[src/rtl/clock_set_controller.sv]
`default_nettype none
// ============================================================================
// Module   : clock_set_controller
// Purpose  : Time-setting sequencer for the digital clock: field selection,
//            up/down pulse generation with auto-repeat, timeout and blink.
// Revision : 1.0 - initial release
// ============================================================================
module clock_set_controller #(
    parameter int unsigned REPEAT_DELAY = 25000000,
    parameter int unsigned REPEAT_RATE  = 5000000,
    parameter int unsigned TIMEOUT      = 500000000,
    parameter int unsigned BLINK_HALF   = 12500000
) (
    input  logic       clk,
    input  logic       reset,
    input  logic       btn_mode,
    input  logic       btn_up,
    input  logic       btn_down,
    input  logic       tick_in,
    output logic       tick_out,
    output logic [1:0] field_sel,
    output logic       set_ena_hour,
    output logic       set_ena_min,
    output logic       set_ena_sec,
    output logic       up_pulse,
    output logic       down_pulse,
    output logic       blink
);

    typedef enum logic [1:0] {
        ST_RUN  = 2'd0,
        ST_HOUR = 2'd1,
        ST_MIN  = 2'd2,
        ST_SEC  = 2'd3
    } state_t;

    localparam logic [31:0] c_delay_load  = 32'(REPEAT_DELAY - 1);
    localparam logic [31:0] c_rate_load   = 32'(REPEAT_RATE - 1);
    localparam logic [31:0] c_timeout_last = 32'(TIMEOUT - 1);
    localparam logic [31:0] c_blink_last  = 32'(BLINK_HALF - 1);

    state_t      r_state;
    logic        r_prev_mode;
    logic        r_prev_up;
    logic        r_prev_down;
    logic [31:0] r_rep_cnt;
    logic        r_rep_active;
    logic        r_rep_up;
    logic [31:0] r_idle_cnt;
    logic [31:0] r_blink_cnt;
    logic        r_blink;
    logic        r_up;
    logic        r_down;
    logic        r_ena_hour;
    logic        r_ena_min;
    logic        r_ena_sec;

    logic        w_rise_mode;
    logic        w_rise_up;
    logic        w_rise_down;
    logic        w_any_rise;
    logic        w_in_set;
    state_t      w_next_state;
    logic        w_up_gen;
    logic        w_down_gen;
    logic        w_pulse;
    logic [31:0] w_rep_cnt_next;
    logic        w_rep_active_next;
    logic        w_rep_up_next;
    logic [31:0] w_idle_next;
    logic [31:0] w_blink_cnt_next;
    logic        w_blink_next;

    assign w_rise_mode = btn_mode & ~r_prev_mode;
    assign w_rise_up   = btn_up   & ~r_prev_up;
    assign w_rise_down = btn_down & ~r_prev_down;
    assign w_any_rise  = w_rise_mode | w_rise_up | w_rise_down;
    assign w_in_set    = (r_state != ST_RUN);

    always_comb begin
        w_next_state      = r_state;
        w_up_gen          = 1'b0;
        w_down_gen        = 1'b0;
        w_pulse           = 1'b0;
        w_rep_cnt_next    = '0;
        w_rep_active_next = 1'b0;
        w_rep_up_next     = r_rep_up;
        w_idle_next       = '0;
        w_blink_cnt_next  = '0;
        w_blink_next      = 1'b0;

        // A mode press or both buttons held disarms the repeat engine outright
        if (w_in_set && !w_rise_mode && !(btn_up && btn_down)) begin
            if (w_rise_up) begin
                w_up_gen          = 1'b1;
                w_rep_cnt_next    = c_delay_load;
                w_rep_active_next = 1'b1;
                w_rep_up_next     = 1'b1;
            end else if (w_rise_down) begin
                w_down_gen        = 1'b1;
                w_rep_cnt_next    = c_delay_load;
                w_rep_active_next = 1'b1;
                w_rep_up_next     = 1'b0;
            end else if (r_rep_active && (r_rep_up ? btn_up : btn_down)) begin
                w_rep_active_next = 1'b1;
                if (r_rep_cnt == '0) begin
                    w_up_gen       = r_rep_up;
                    w_down_gen     = ~r_rep_up;
                    w_rep_cnt_next = c_rate_load;
                end else begin
                    w_rep_cnt_next = r_rep_cnt - 32'd1;
                end
            end
        end
        w_pulse = w_up_gen | w_down_gen;

        if (w_rise_mode) begin
            unique case (r_state)
                ST_RUN:  w_next_state = ST_HOUR;
                ST_HOUR: w_next_state = ST_MIN;
                ST_MIN:  w_next_state = ST_SEC;
                ST_SEC:  w_next_state = ST_RUN;
                default: w_next_state = ST_RUN;
            endcase
        end else if (w_in_set && !w_any_rise && !w_pulse &&
                     (r_idle_cnt == c_timeout_last)) begin
            w_next_state = ST_RUN;
        end

        if (w_next_state != ST_RUN) begin
            if ((w_next_state != r_state) || w_any_rise || w_pulse)
                w_idle_next = '0;
            else
                w_idle_next = r_idle_cnt + 32'd1;

            // Field stays lit on entry and while being adjusted
            if ((w_next_state != r_state) || w_pulse) begin
                w_blink_next     = 1'b1;
                w_blink_cnt_next = '0;
            end else if (r_blink_cnt == c_blink_last) begin
                w_blink_next     = ~r_blink;
                w_blink_cnt_next = '0;
            end else begin
                w_blink_next     = r_blink;
                w_blink_cnt_next = r_blink_cnt + 32'd1;
            end
        end
    end

    always_ff @(posedge clk or posedge reset) begin
        if (reset) begin
            r_state      <= ST_RUN;
            r_prev_mode  <= 1'b0;
            r_prev_up    <= 1'b0;
            r_prev_down  <= 1'b0;
            r_rep_cnt    <= '0;
            r_rep_active <= 1'b0;
            r_rep_up     <= 1'b0;
            r_idle_cnt   <= '0;
            r_blink_cnt  <= '0;
            r_blink      <= 1'b0;
            r_up         <= 1'b0;
            r_down       <= 1'b0;
            r_ena_hour   <= 1'b0;
            r_ena_min    <= 1'b0;
            r_ena_sec    <= 1'b0;
        end else begin
            r_state      <= w_next_state;
            r_prev_mode  <= btn_mode;
            r_prev_up    <= btn_up;
            r_prev_down  <= btn_down;
            r_rep_cnt    <= w_rep_cnt_next;
            r_rep_active <= w_rep_active_next;
            r_rep_up     <= w_rep_up_next;
            r_idle_cnt   <= w_idle_next;
            r_blink_cnt  <= w_blink_cnt_next;
            r_blink      <= w_blink_next;
            r_up         <= w_up_gen;
            r_down       <= w_down_gen;
            r_ena_hour   <= (w_next_state == ST_HOUR);
            r_ena_min    <= (w_next_state == ST_MIN);
            r_ena_sec    <= (w_next_state == ST_SEC);
        end
    end

    assign tick_out     = tick_in & (r_state == ST_RUN);
    assign field_sel    = r_state;
    assign set_ena_hour = r_ena_hour;
    assign set_ena_min  = r_ena_min;
    assign set_ena_sec  = r_ena_sec;
    assign up_pulse     = r_up;
    assign down_pulse   = r_down;
    assign blink        = r_blink;

endmodule
`default_nettype wire

[config.mk]
export PLATFORM = sky130hd
export DESIGN_NAME = clock_set_controller
export DESIGN_NICKNAME = d
export VERILOG_FILES = /design/src/rtl/clock_set_controller.sv
export SDC_FILE = /design/constraint.sdc
export NUM_CORES = 1
export LEC_CHECK = 0
export CAP_MARGIN = 20
export CORE_ASPECT_RATIO = 1.5
export CORE_MARGIN = 3
export CORE_UTILIZATION = 40
export CTS_CLUSTER_DIAMETER = 50
export CTS_CLUSTER_SIZE = 28
export DETAILED_ROUTE_END_ITERATION = 16
export GPL_TIMING_DRIVEN = 0
export PLACE_DENSITY = 0.59
export REMOVE_ABC_BUFFERS = 1
export SYNTH_ARGS = -nofsm -noshare
export SYNTH_HDL_FRONTEND = slang
export SYNTH_SLANG_ARGS = --single-unit
[constraint.sdc]
create_clock -name clk -period 9.7 [get_ports clk]
set_clock_uncertainty 0.15 [all_clocks]
set_input_delay 1.455 -clock clk [delete_from_list [all_inputs] [get_ports clk]]
set_output_delay 1.455 -clock clk [all_outputs]
set_load 0.01 [all_outputs]
# After elaboration in Yosys (flattened, before gate mapping)
# Index checks and enable logic that the tools add are counted.
# W data, S select, Z words.
[word_totals]
ff_bits = 109
elab_cells = 93
[classes]
addsub = 3
n_eq_ne = 10
n_mux = 33
bitwise = 12
n_reduce_logical = 20
[ops]
columns = ["operator", "n"]
rows = [
  ["$mux W32", 10],
  ["$add A32 B1 Y32 const B", 2],
  ["$eq A32 B24 Y1 const B", 1],
  ["$eq A32 B29 Y1 const B", 1],
  ["$logic_not A32 Y1", 1],
  ["$sub A32 B1 Y32 const B", 1],
  ["$mux W1", 20],
  ["$eq A2 B2 Y1 const B", 4],
  ["$pmux W2 S4", 1],
  ["$logic_and A1 B1 Y1", 7],
  ["$reduce_bool A2 Y1", 3],
  ["$not A1 Y1", 5],
  ["$and A1 B1 Y1", 4],
  ["$eq A2 B1 Y1 const B", 2],
  ["$logic_not A1 Y1", 4],
  ["$mux W2", 2],
  ["$logic_or A1 B1 Y1", 3],
  ["$ne A3 B1 Y1 const B", 1],
  ["$or A1 B1 Y1", 3],
  ["$logic_not A2 Y1", 1],
  ["$ne A2 B2 Y1", 1],
  ["$reduce_and A2 Y1", 1],
]

# Longest topological paths before layout
[depth]
depth_word = 17
mapped_depth = 9
ltp_nobuf = 7

# Least setup slack after synthesis
# No wires, ideal clock.
[synth_path]
kind = "input to register"
startpoint = "in btn_mode"
endpoint = "reg r_blink_cnt[14]"
setup_ns = 0.134
arrival_ns = 2.951
setup_slack_ns = 6.464
cell_stages = 7
path_cell_list = "nand2b_1 clkbuf_1 o2111ai_1 o41a_1 nand3_1 clkbuf_1 nor3_1"
[synth_via]
elab_chain_len = 15
word_cells_on_any_way = 21
cone_classes = "eq/ne: 1; mux: 6; bitwise: 4; reduce/logical: 10"
[synth_rtl]
columns = ["item", "line", "text"]
rows = [
  ["from (decl)", "16", "input logic btn_mode,"],
  ["$and A1 B1 Y1 (*)", "74", "assign w_rise_mode = btn_mode & ~r_prev_mode;"],
  ["$logic_not A1 Y1", "93", "if (w_in_set && !w_rise_mode && !(btn_up && btn_down)) begin"],
  ["$logic_and A1 B1 Y1 (2 in series)", "93", ""],
  ["$mux W1", "93", ""],
  ["$or A1 B1 Y1", "115", "w_pulse = w_up_gen | w_down_gen;"],
  ["$logic_not A1 Y1", "125", "end else if (w_in_set && !w_any_rise && !w_pulse &&"],
  ["$logic_and A1 B1 Y1 (2 in series)", "125", ""],
  ["$mux W2", "125", ""],
  ["$mux W2", "117", "if (w_rise_mode) begin"],
  ["$ne A2 B2 Y1", "137", "if ((w_next_state != r_state) || w_pulse) begin"],
  ["$logic_or A1 B1 Y1", "137", ""],
  ["$mux W32", "137", ""],
  ["$mux W32 (*)", "130", "if (w_next_state != ST_RUN) begin"],
  ["via w_blink_cnt_next[14]", "71", "logic [31:0] w_blink_cnt_next;"],
  ["to (signal assigned)", "176", "r_blink_cnt <= w_blink_cnt_next;"],
  ["to (decl)", "50", "logic [31:0] r_blink_cnt;"],
]
# Mark *: on every way through the listed nets, which the timed path passes. The rest lies on a longest branch.
# A chain may end at the register's enable or synchronous reset.

# Worst setup path in the final report
[layout_path]
startpoint = "in tick_in"
endpoint = "out tick_out"
[layout_via]
elab_chain_len = 1
[layout_rtl]
columns = ["item", "line", "text"]
rows = [
  ["from (decl)", "19", "input logic tick_in,"],
  ["$and A1 B1 Y1", "186", "assign tick_out = tick_in & (r_state == ST_RUN);"],
  ["to (decl)", "20", "output logic tick_out,"],
]
# No other way between the ends.

==> results.yml <==
timing:
  worst_pin_slew_ps: 953
  final.min_clock_period_ps: 4140
  rsz0062_at_grt: "no"
  report.final.slew_viol_count: 0
  setup_viol: 0
  setup_slack_ps: 5560
  fin_setup_tns_ps: 0
  final_hold_viol_count: 0
  slew_headroom: 0.359
  fmax_mhz: 241
  fin_crit_sh: 0.427
place:
  dpl.hpwl_um: 8540
  portBuffers: 14
  place_congestion: 0.788
  pre_cts_ws_ps: 5200
outcome:
  status: "completed"
drt:
  drt-pass1-iter-count: 6
  wl_um: 12300
  vias_per_cell: 5.55
  num_vias: 4425
  drtAntennaViolNets: 0
  drtIter0Drc: 195
  drc: 0
  wire_per_inst_um: 15.4
pwr:
  ir_drop_mv: 0.104
  p_leak_nw: 2.50
  power_per_cell_area_mw_per_mm2: 214
layout:
  n_antenna_cell: 0
  final_cell_mix: "dfrtp_1 (109), nor3_1 (84), xnor2_1 (55)"
  synthToLayoutAreaGrowth_pct: 11.6
  layout_commonest_cell: "dfrtp_1"
  nets: 617
  final_layout_size_suffix_gt1_frac: 0.0476
logic_synthesis:
  yosysSeqAreaShare: 0.477
  synth-edff-count: 0
  yosys_warnings: 0
  syn-cell-area_mm2: 0.00572
  ys_ff_latch: 109
  synthArstFlopShare: 1.00
  synth-main-ff-cell: "dfrtp_1"
  synth_cell_type_count: 45
  postSynthAreaPerCell_um2: 9.57
  syn_inst: 598
cts:
  insertion_delay_ps: 340
  path_clk_slew_ps: 60
  hold_buffers: 0
  root_buffer: "clkbuf_16"
  ctsLongestPathBuffers: 2
  cts_sinks: 109
  postCtsSetupBuffers: 0
  cts_buffers: 9
  h-tree-depth: 3
  post_cts_resized: 0
  cts_tree: "done"
floorplanning:
  coreArea_mm2: 0.0137
  rows: 52
  ios: 15
  die_w_um: 104
  initial_core_util: 0.417
  fp.dieH_um: 152
  die-area_mm2: 0.0158
flow_run:
  drv_cap: 0
worst_hold_path:
  min_path_type: "flop to flop"
critical_path:
  arrival_ps: 2540
  crit_fanout: 1
  critPathLaunchType: "input pin"
  path_class: "input pin to output port"
  crit_path_end_kind: "output port"
  cp.required_ps: 8100
global_routing:
  grt_max_degree: 61
  overflow: 0
  grt_usage: 0.162
  grt_pass1_vias: 4445
  grt_first_pass_wirelength_um: 21400
  antenna_found_initial: 0
-- final cells by class --
cell class | count | area [µm²]
multi-input combinational | 447 | 2820
fill | 1290 | 7340
inverter | 17 | 66.3
clock inverter | 4 | 72.6
sequential | 109 | 2730
clock buffer | 12 | 236
timing repair buffer | 20 | 228
tap | 189 | 236
-- routing by layer --
metal | wire length, µm | GRT usage | vias to the layer above
met2 | 6290 | 0.283 | 67
met4 | 177 | 0.0520 | 0
met1 | 5540 | 0.209 | 2168
li1 | - | - | 2177
met3 | 317 | 0.0237 | 13
met5 | 0 | 0 | -
-- registers in the layout (all words and copies together), names as in the netlist, 2 cells and up --
| register | cells |
|---|---|
| r_blink_cnt | 32 |
| r_idle_cnt | 32 |
| r_rep_cnt | 32 |
| field_sel | 2 |
-- power by group --
group          switching (mW)  internal [mW]  total (mW)
sequential             0.0438          0.494       0.538
combinational           0.270          0.173       0.442
clock                   0.160          0.226       0.387
total                   0.474          0.894        1.37
-- cells in the mapped netlist, drive strengths merged, types with 9 or more instances --
cell | instances | area [µm²]
and3 | 9 | 56.3
inv | 17 | 63.8
nor2 | 35 | 131
nor3 | 85 | 425
clkbuf | 18 | 67.6
nor4 | 28 | 200
nand2 | 47 | 176
dfrtp | 109 | 2730
nand3 | 22 | 110
nand4 | 27 | 169
xnor2 | 55 | 482
a21oi | 22 | 110
o21ai | 13 | 65.1
xor2 | 30 | 263
-- critical path, cell delays in order --
cell             delay (ps)
clkdlybuf4s50_1         450
and2_1                  110
clkdlybuf4s50_1         520
-- stage by stage --
| step | utilization | total power [mW] | hold slack (ps) | instances | instance area (µm²) |
|---|---|---|---|---|---|
| floorplan | - | 0.861 | 317 | 573 | 5600 |
| global placement | 0.436 | 0.978 | 333 | 776 | 5980 |
| detailed placement | 0.442 | 0.989 | 340 | 782 | 6070 |
| CTS | 0.465 | 1.38 | 349 | 798 | 6380 |
| global route | 0.465 | 1.46 | 367 | 798 | 6380 |
| finish | 0.465 | 1.37 | 345 | 798 | 6380 |
-- path summary, 6_finish.rpt --
check / depth (start not counted) / slack (ps) / endpoint / startpoint
max reg2reg: 8 / 6570 / r_idle_cnt[25] / field_sel[0]
min in group asynchronous: 2 / 1400 / r_idle_cnt[23] / reset
min: 1 / 340 / r_idle_cnt[0] / r_idle_cnt[0]
max in group asynchronous: 3 / 7290 / set_ena_sec / reset
min reg2reg: 1 / 340 / r_idle_cnt[0] / r_idle_cnt[0]
max: 3 / 5560 / tick_out / tick_in
-- cells by family (layout without fill, tap and decap cells) --
family,count (synthesis),after routing,synth area share
DFF,109,109,0.477
xor gates and xnor gates,85,85,0.130
AOI/OAI and AO/OA,54,54,0.0584
buffers and inverters,42,53,0.0317
and+or+nand+nor,301,301,0.288
adders and majority gates,7,7,0.0153
(Power assumes the default switching activity.)
